`config.mk`:
```
export PLATFORM = sky130hd
export DESIGN_NAME = weight_sequencer
export DESIGN_NICKNAME = d
export VERILOG_FILES = /design/src/rtl/weight_sequencer_pkg.sv /design/src/rtl/weight_sequencer.sv
export SDC_FILE = /design/constraint.sdc
export NUM_CORES = 1
export LEC_CHECK = 0
export BUFFER_PORTS_ARGS = -buffer_cell sky130_fd_sc_hd__buf_2
export CORE_ASPECT_RATIO = 1.75
export CORE_MARGIN = 5
export CORE_UTILIZATION = 35
export DETAILED_ROUTE_END_ITERATION = 10
export GPL_ROUTABILITY_DRIVEN = 0
export PLACE_DENSITY = 0.86
export SYNTH_ARGS = -nofsm -noshare
export SYNTH_HDL_FRONTEND = slang
export SYNTH_SLANG_ARGS = --single-unit
```
`constraint.sdc`:
```
create_clock -name clk -period 5.4 [get_ports clk]
set_input_delay 0.81 -clock clk [delete_from_list [all_inputs] [get_ports clk]]
set_output_delay 0.81 -clock clk [all_outputs]
set_load 0.02 [all_outputs]
```
`src/rtl/weight_sequencer_pkg.sv`:
```
// Shared types and constants for the systolic-array weight sequencer.
// The optional WEIGHT_SEQ_PERF_EN build uses the counter width and sat_inc helper below.
package weight_sequencer_pkg;

    localparam int EXTENDED_BYTE_WIDTH = 8;
    localparam int PERF_COUNTER_WIDTH  = 16;

    typedef logic [EXTENDED_BYTE_WIDTH-1:0] extended_byte_type;

    typedef logic [1:0] weight_seq_state_type;
    localparam weight_seq_state_type WS_IDLE    = 2'd0;
    localparam weight_seq_state_type WS_PRELOAD = 2'd1;
    localparam weight_seq_state_type WS_READY   = 2'd2;
    localparam weight_seq_state_type WS_SWAP    = 2'd3;

    // Saturating increment so counters stick at all-ones instead of wrapping.
    function automatic logic [PERF_COUNTER_WIDTH-1:0] sat_inc(input logic [PERF_COUNTER_WIDTH-1:0] v);
        logic [PERF_COUNTER_WIDTH-1:0] r;
        if (v == {PERF_COUNTER_WIDTH{1'b1}}) begin
            r = v;
        end else begin
            r = v + {{(PERF_COUNTER_WIDTH-1){1'b0}}, 1'b1};
        end
        return r;
    endfunction

endpackage

```
`src/rtl/weight_sequencer.sv`:
```
// Weight sequencer: streams one tile of weight rows into the array's shadow registers, then swaps on request.
// Optional macro WEIGHT_SEQ_PERF_EN adds stall and tile performance counters.
module weight_sequencer
    import weight_sequencer_pkg::*;
#(
    parameter int MATRIX_WIDTH  = 8,
    parameter int ROW_CNT_WIDTH = $clog2(MATRIX_WIDTH + 1)
) (
    input  logic                                        clk,
    input  logic                                        rst,
    input  logic                                        cmd_valid,
    output logic                                        cmd_ready,
    input  logic [ROW_CNT_WIDTH-1:0]                    cmd_rows,
    input  logic                                        w_valid,
    output logic                                        w_ready,
    input  logic [MATRIX_WIDTH*EXTENDED_BYTE_WIDTH-1:0] w_data,
    output logic [MATRIX_WIDTH*EXTENDED_BYTE_WIDTH-1:0] weight_out,
    output logic [MATRIX_WIDTH-1:0]                     preload_row_en,
    input  logic                                        swap_req,
    output logic                                        load_weight,
    output logic                                        shadow_full
`ifdef WEIGHT_SEQ_PERF_EN
    ,
    output logic [PERF_COUNTER_WIDTH-1:0]               perf_stall_cycles,
    output logic [PERF_COUNTER_WIDTH-1:0]               perf_tiles
`endif
);

    localparam logic [ROW_CNT_WIDTH-1:0] ROWS_MAX = ROW_CNT_WIDTH'(MATRIX_WIDTH);
    localparam logic [ROW_CNT_WIDTH-1:0] ROW_LAST = ROW_CNT_WIDTH'(MATRIX_WIDTH - 1);
    localparam logic [ROW_CNT_WIDTH-1:0] ROW_ONE  = ROW_CNT_WIDTH'(1);

    weight_seq_state_type         state_q, state_d;
    logic [ROW_CNT_WIDTH-1:0]     row_cnt_q, row_cnt_d;
    logic [ROW_CNT_WIDTH-1:0]     rows_lim_q, rows_lim_d;
    logic                         stream_s;

    function automatic logic [MATRIX_WIDTH-1:0] onehot(input logic [ROW_CNT_WIDTH-1:0] idx);
        logic [MATRIX_WIDTH-1:0] v;
        v = {MATRIX_WIDTH{1'b0}};
        for (int i = 0; i < MATRIX_WIDTH; i++) begin
            if (idx == ROW_CNT_WIDTH'(i)) begin
                v[i] = 1'b1;
            end else begin
                v[i] = 1'b0;
            end
        end
        return v;
    endfunction

    assign stream_s = (row_cnt_q < rows_lim_q);

    // State register and row counters.
    always_ff @(posedge clk or negedge rst) begin
        if (!rst) begin
            state_q    <= WS_IDLE;
            row_cnt_q  <= {ROW_CNT_WIDTH{1'b0}};
            rows_lim_q <= {ROW_CNT_WIDTH{1'b0}};
        end else begin
            state_q    <= state_d;
            row_cnt_q  <= row_cnt_d;
            rows_lim_q <= rows_lim_d;
        end
    end

    // Next-state and output decode; rows past the command's count are strobed with zero weights.
    always_comb begin
        state_d        = state_q;
        row_cnt_d      = row_cnt_q;
        rows_lim_d     = rows_lim_q;
        cmd_ready      = 1'b0;
        w_ready        = 1'b0;
        weight_out     = {(MATRIX_WIDTH*EXTENDED_BYTE_WIDTH){1'b0}};
        preload_row_en = {MATRIX_WIDTH{1'b0}};
        load_weight    = 1'b0;
        shadow_full    = 1'b0;
        case (state_q)
            WS_IDLE: begin
                cmd_ready = 1'b1;
                if (cmd_valid) begin
                    rows_lim_d = (cmd_rows > ROWS_MAX) ? ROWS_MAX : cmd_rows;
                    row_cnt_d  = {ROW_CNT_WIDTH{1'b0}};
                    state_d    = WS_PRELOAD;
                end else begin
                    state_d = WS_IDLE;
                end
            end
            WS_PRELOAD: begin
                if (stream_s) begin
                    w_ready    = 1'b1;
                    weight_out = w_data;
                    if (w_valid) begin
                        preload_row_en = onehot(row_cnt_q);
                        row_cnt_d      = row_cnt_q + ROW_ONE;
                        state_d        = (row_cnt_q == ROW_LAST) ? WS_READY : WS_PRELOAD;
                    end else begin
                        state_d = WS_PRELOAD;
                    end
                end else begin
                    preload_row_en = onehot(row_cnt_q);
                    row_cnt_d      = row_cnt_q + ROW_ONE;
                    state_d        = (row_cnt_q == ROW_LAST) ? WS_READY : WS_PRELOAD;
                end
            end
            WS_READY: begin
                shadow_full = 1'b1;
                if (swap_req) begin
                    state_d = WS_SWAP;
                end else begin
                    state_d = WS_READY;
                end
            end
            WS_SWAP: begin
                load_weight = 1'b1;
                shadow_full = 1'b1;
                state_d     = WS_IDLE;
            end
            default: begin
                state_d = WS_IDLE;
            end
        endcase
    end

`ifdef WEIGHT_SEQ_PERF_EN
    logic [PERF_COUNTER_WIDTH-1:0] perf_stall_q;
    logic [PERF_COUNTER_WIDTH-1:0] perf_tiles_q;

    // Saturating stall and tile counters.
    always_ff @(posedge clk or negedge rst) begin
        if (!rst) begin
            perf_stall_q <= {PERF_COUNTER_WIDTH{1'b0}};
            perf_tiles_q <= {PERF_COUNTER_WIDTH{1'b0}};
        end else begin
            if (state_q == WS_PRELOAD && stream_s && !w_valid) begin
                perf_stall_q <= sat_inc(perf_stall_q);
            end
            if (state_q == WS_SWAP) begin
                perf_tiles_q <= sat_inc(perf_tiles_q);
            end
        end
    end

    assign perf_stall_cycles = perf_stall_q;
    assign perf_tiles        = perf_tiles_q;
`endif

endmodule

```
==> results.json <==
{
  "tritoncts": "yes",
  "vias_per_cell": 4.540,
  "ir_drop_v": 0.0006666,
  "n_fill_cell": 332,
  "drive_gt1_share_pct": 53.74,
  "synth_area_mm2": 0.001217,
  "finalSetupViolCount": 0,
  "fmax_mhz": 305.5,
  "final_util_pct": 58.67,
  "clock_skew_ns": 0.001380,
  "finalMaxSlewViolations": 0,
  "antenna_found_initial": 0,
  "power.leakage_uw": 0.001211,
  "drc_errors": 0,
  "cp-end-kind": "output port",
  "first_pass_iters": 4,
  "cts_hold_buffers": 0,
  "crit_path_start": "row_cnt_q[3]",
  "grt_util_all_layers_pct": 19.78,
  "status": "completed",
  "r2r_start": "row_cnt_q[2]",
  "drv_cap": 0,
  "r2r_cells": 5,
  "p_per_area_mw_per_mm2": 780.9,
  "fp.dieArea_mm2": 0.004804,
  "synth.distinct_cells": 31,
  "clock_sinks": 10,
  "hold_viol_final": 0,
  "synth_area_per_cell_um2": 7.905,
  "dp_hpwl_um": 4339,
  "crit_type": "register to output port",
  "area_delta_synth_final_pct": 62.08,
  "die_h_um": 88.02,
  "row_count": 28,
  "clock_path_buffers": 2,
  "cp.required_ns": 4.59,
  "seq_area_um2": 250.2,
  "h-tree-depth": 1,
  "reg2reg_slack_ns": 3.36,
  "detail_route.wl_per_cell_um": 14.96,
  "synth_nets": 234,
  "post-route-min-period_ns": 3.273,
  "core_region_area_mm2": 0.003363,
  "syn_inst": 154,
  "yosys.area.top_type": "and2_1",
  "min_period_over_period_pct": 60.61,
  "multi_input_area_um2": 854.6,
  "r2r-end": "row_cnt_q[0]",
  "yosysWarnings": 0,
  "synthTopCellsByArea": "and2_1, dfrtp_1, ha_1",
  "postCtsSetupBuffers": 0,
  "synth_common_cells": "and2_1, dfrtp_1, nand2_1",
  "hold_path_class": "primary input to async pin",
  "io_pins": 149,
  "cp-endpoint": "weight_out[56]",
  "async_reset_ff_share_pct": 100.0,
  "synth-seq-area-share_pct": 20.55,
  "initialDrtViolationCount": 11,
  "yosysMostFrequentCell": "and2_1",
  "drt-total-wl_um": 5070,
  "grt-ovfl-total": 0,
  "start_util_pct": 36.20,
  "clockRootBuffer": "clkbuf_8",
  "yosys_most_used_dff": "dfrtp_1",
  "ys_ff_latch": 10,
  "grt_pass1_vias": 1487,
  "cp.arrival_ns": 2.46,
  "io_buffers": 148,
  "rsz0062_at_grt": "false",
  "vias": 1539,
  "synth_edf_count": 0,
  "drtAntennaViolNets": 0,
  "cts-resized-gates": 0,
  "fin_nets": 376,
  "relSlewSlack_pct": 66.61,
  "die_x_um": 54.58,
  "synth.top_cell.area_share_pct": 35.46,
  "diodes": 0,
  "finalSetupTns_ns": 0,
  "crit_path_max_fanout": 52,
  "grt_max_degree": 53,
  "grt_first_pass_wirelength_um": 6913,
  "cp-start-kind": "register",
  "worst_slew_pin_slew_ns": 0.4994,
  "clock_latency_ns": 0.23,
  "clk_pin_slew_worst_paths_ns": 0.04,
  "cts_buffers": 3,
  "timing.hold.ws_ns": 0.4334
}
worst max-delay path, cell delays in order, from the launching register on:
cell	delay [ns]
dfrtp_1	0.42
ha_1	0.35
a21oi_1	0.25
o21ai_1	0.14
nor2_2	0.30
buf_4	0.40
and2_1	0.19
buf_2	0.17
registers in the layout, summed over array words and instances, names as in the netlist, named ones only:
| register | flops |
|---|---|
| state_q | 1 |
| rows_lim_q | 4 |
| row_cnt_q | 4 |
power breakdown:
part	switching, uW	leakage [uW]	internal (uW)	total [uW]
Combinational	836	0.00106	479	1310
Clock	27.2	0.0000216	48.6	75.8
Sequential	44.5	0.000126	106	150
Total	908	0.00121	633	1540
logic make-up after synthesis:
kind of cell,share of synthesized area [%]
buffers and inverters,9.454
flip-flops,20.55
adder cells (fa/ha/maj),7.194
AND/OR/NAND/NOR,51.18
AO/OA/AOI/OAI,8.942
multiplexers,2.672
worst min path at each step:
stage                       start            end  slack, ns
detailed placement  rows_lim_q[2]  rows_lim_q[2]       0.48
global route                  rst   row_cnt_q[2]       0.44
finish                        rst      async pin       0.43
global placement    rows_lim_q[1]  rows_lim_q[1]       0.46
CTS                           rst     state_q[0]       0.44
floorplan           rows_lim_q[0]  rows_lim_q[0]       0.44
area by class of cell:
class / instances / area share, %
clock buffer: 3 / 2.093
inverter: 6 / 1.141
multi-input combinational: 126 / 43.31
sequential: 10 / 12.68
tap: 45 / 2.854
timing repair buffer: 149 / 37.92
cell usage in the layout, fill, tap and decap left out:
cell type,n
buf_2,148
and2_1,69
dfrtp_1,10
nand2_1,9
ha_1,7
inv_1,6
nand2b_1,5
and4b_1,4
and3_1,3
nor2_1,3
o21ai_0,3
clkbuf_8,3
o211ai_2,2
a21oi_1,2
o21ai_1,2
nor2_2,2
nand4b_1,2
nand3_1,2
nor3b_2,1
nor2b_1,1
mux2i_1,1
o2bb2ai_1,1
o21bai_1,1
a21o_1,1
mux2_2,1
a211o_1,1
o211ai_1,1
mux2_1,1
a22o_1,1
buf_4,1
stage by stage:
step / cells / cell area, um2 / total power [uW] / setup WS, ns
floorplan: 154 / 1217 / 1139 / 2.967
global placement: 336 / 1932 / 1442 / 2.559
detailed placement: 336 / 1932 / 1469 / 2.452
CTS: 339 / 1973 / 1556 / 2.126
global route: 339 / 1973 / 1663 / 1.970
finish: 339 / 1973 / 1541 / 2.127
metal layers:
metal	wire length, um	GRT usage (%)
met4	92	7.256
met1	1879	22.22
met5	0	0
met3	662	5.451
met2	2435	34.05
No activity file was read; power rests on OpenSTA's default activity.
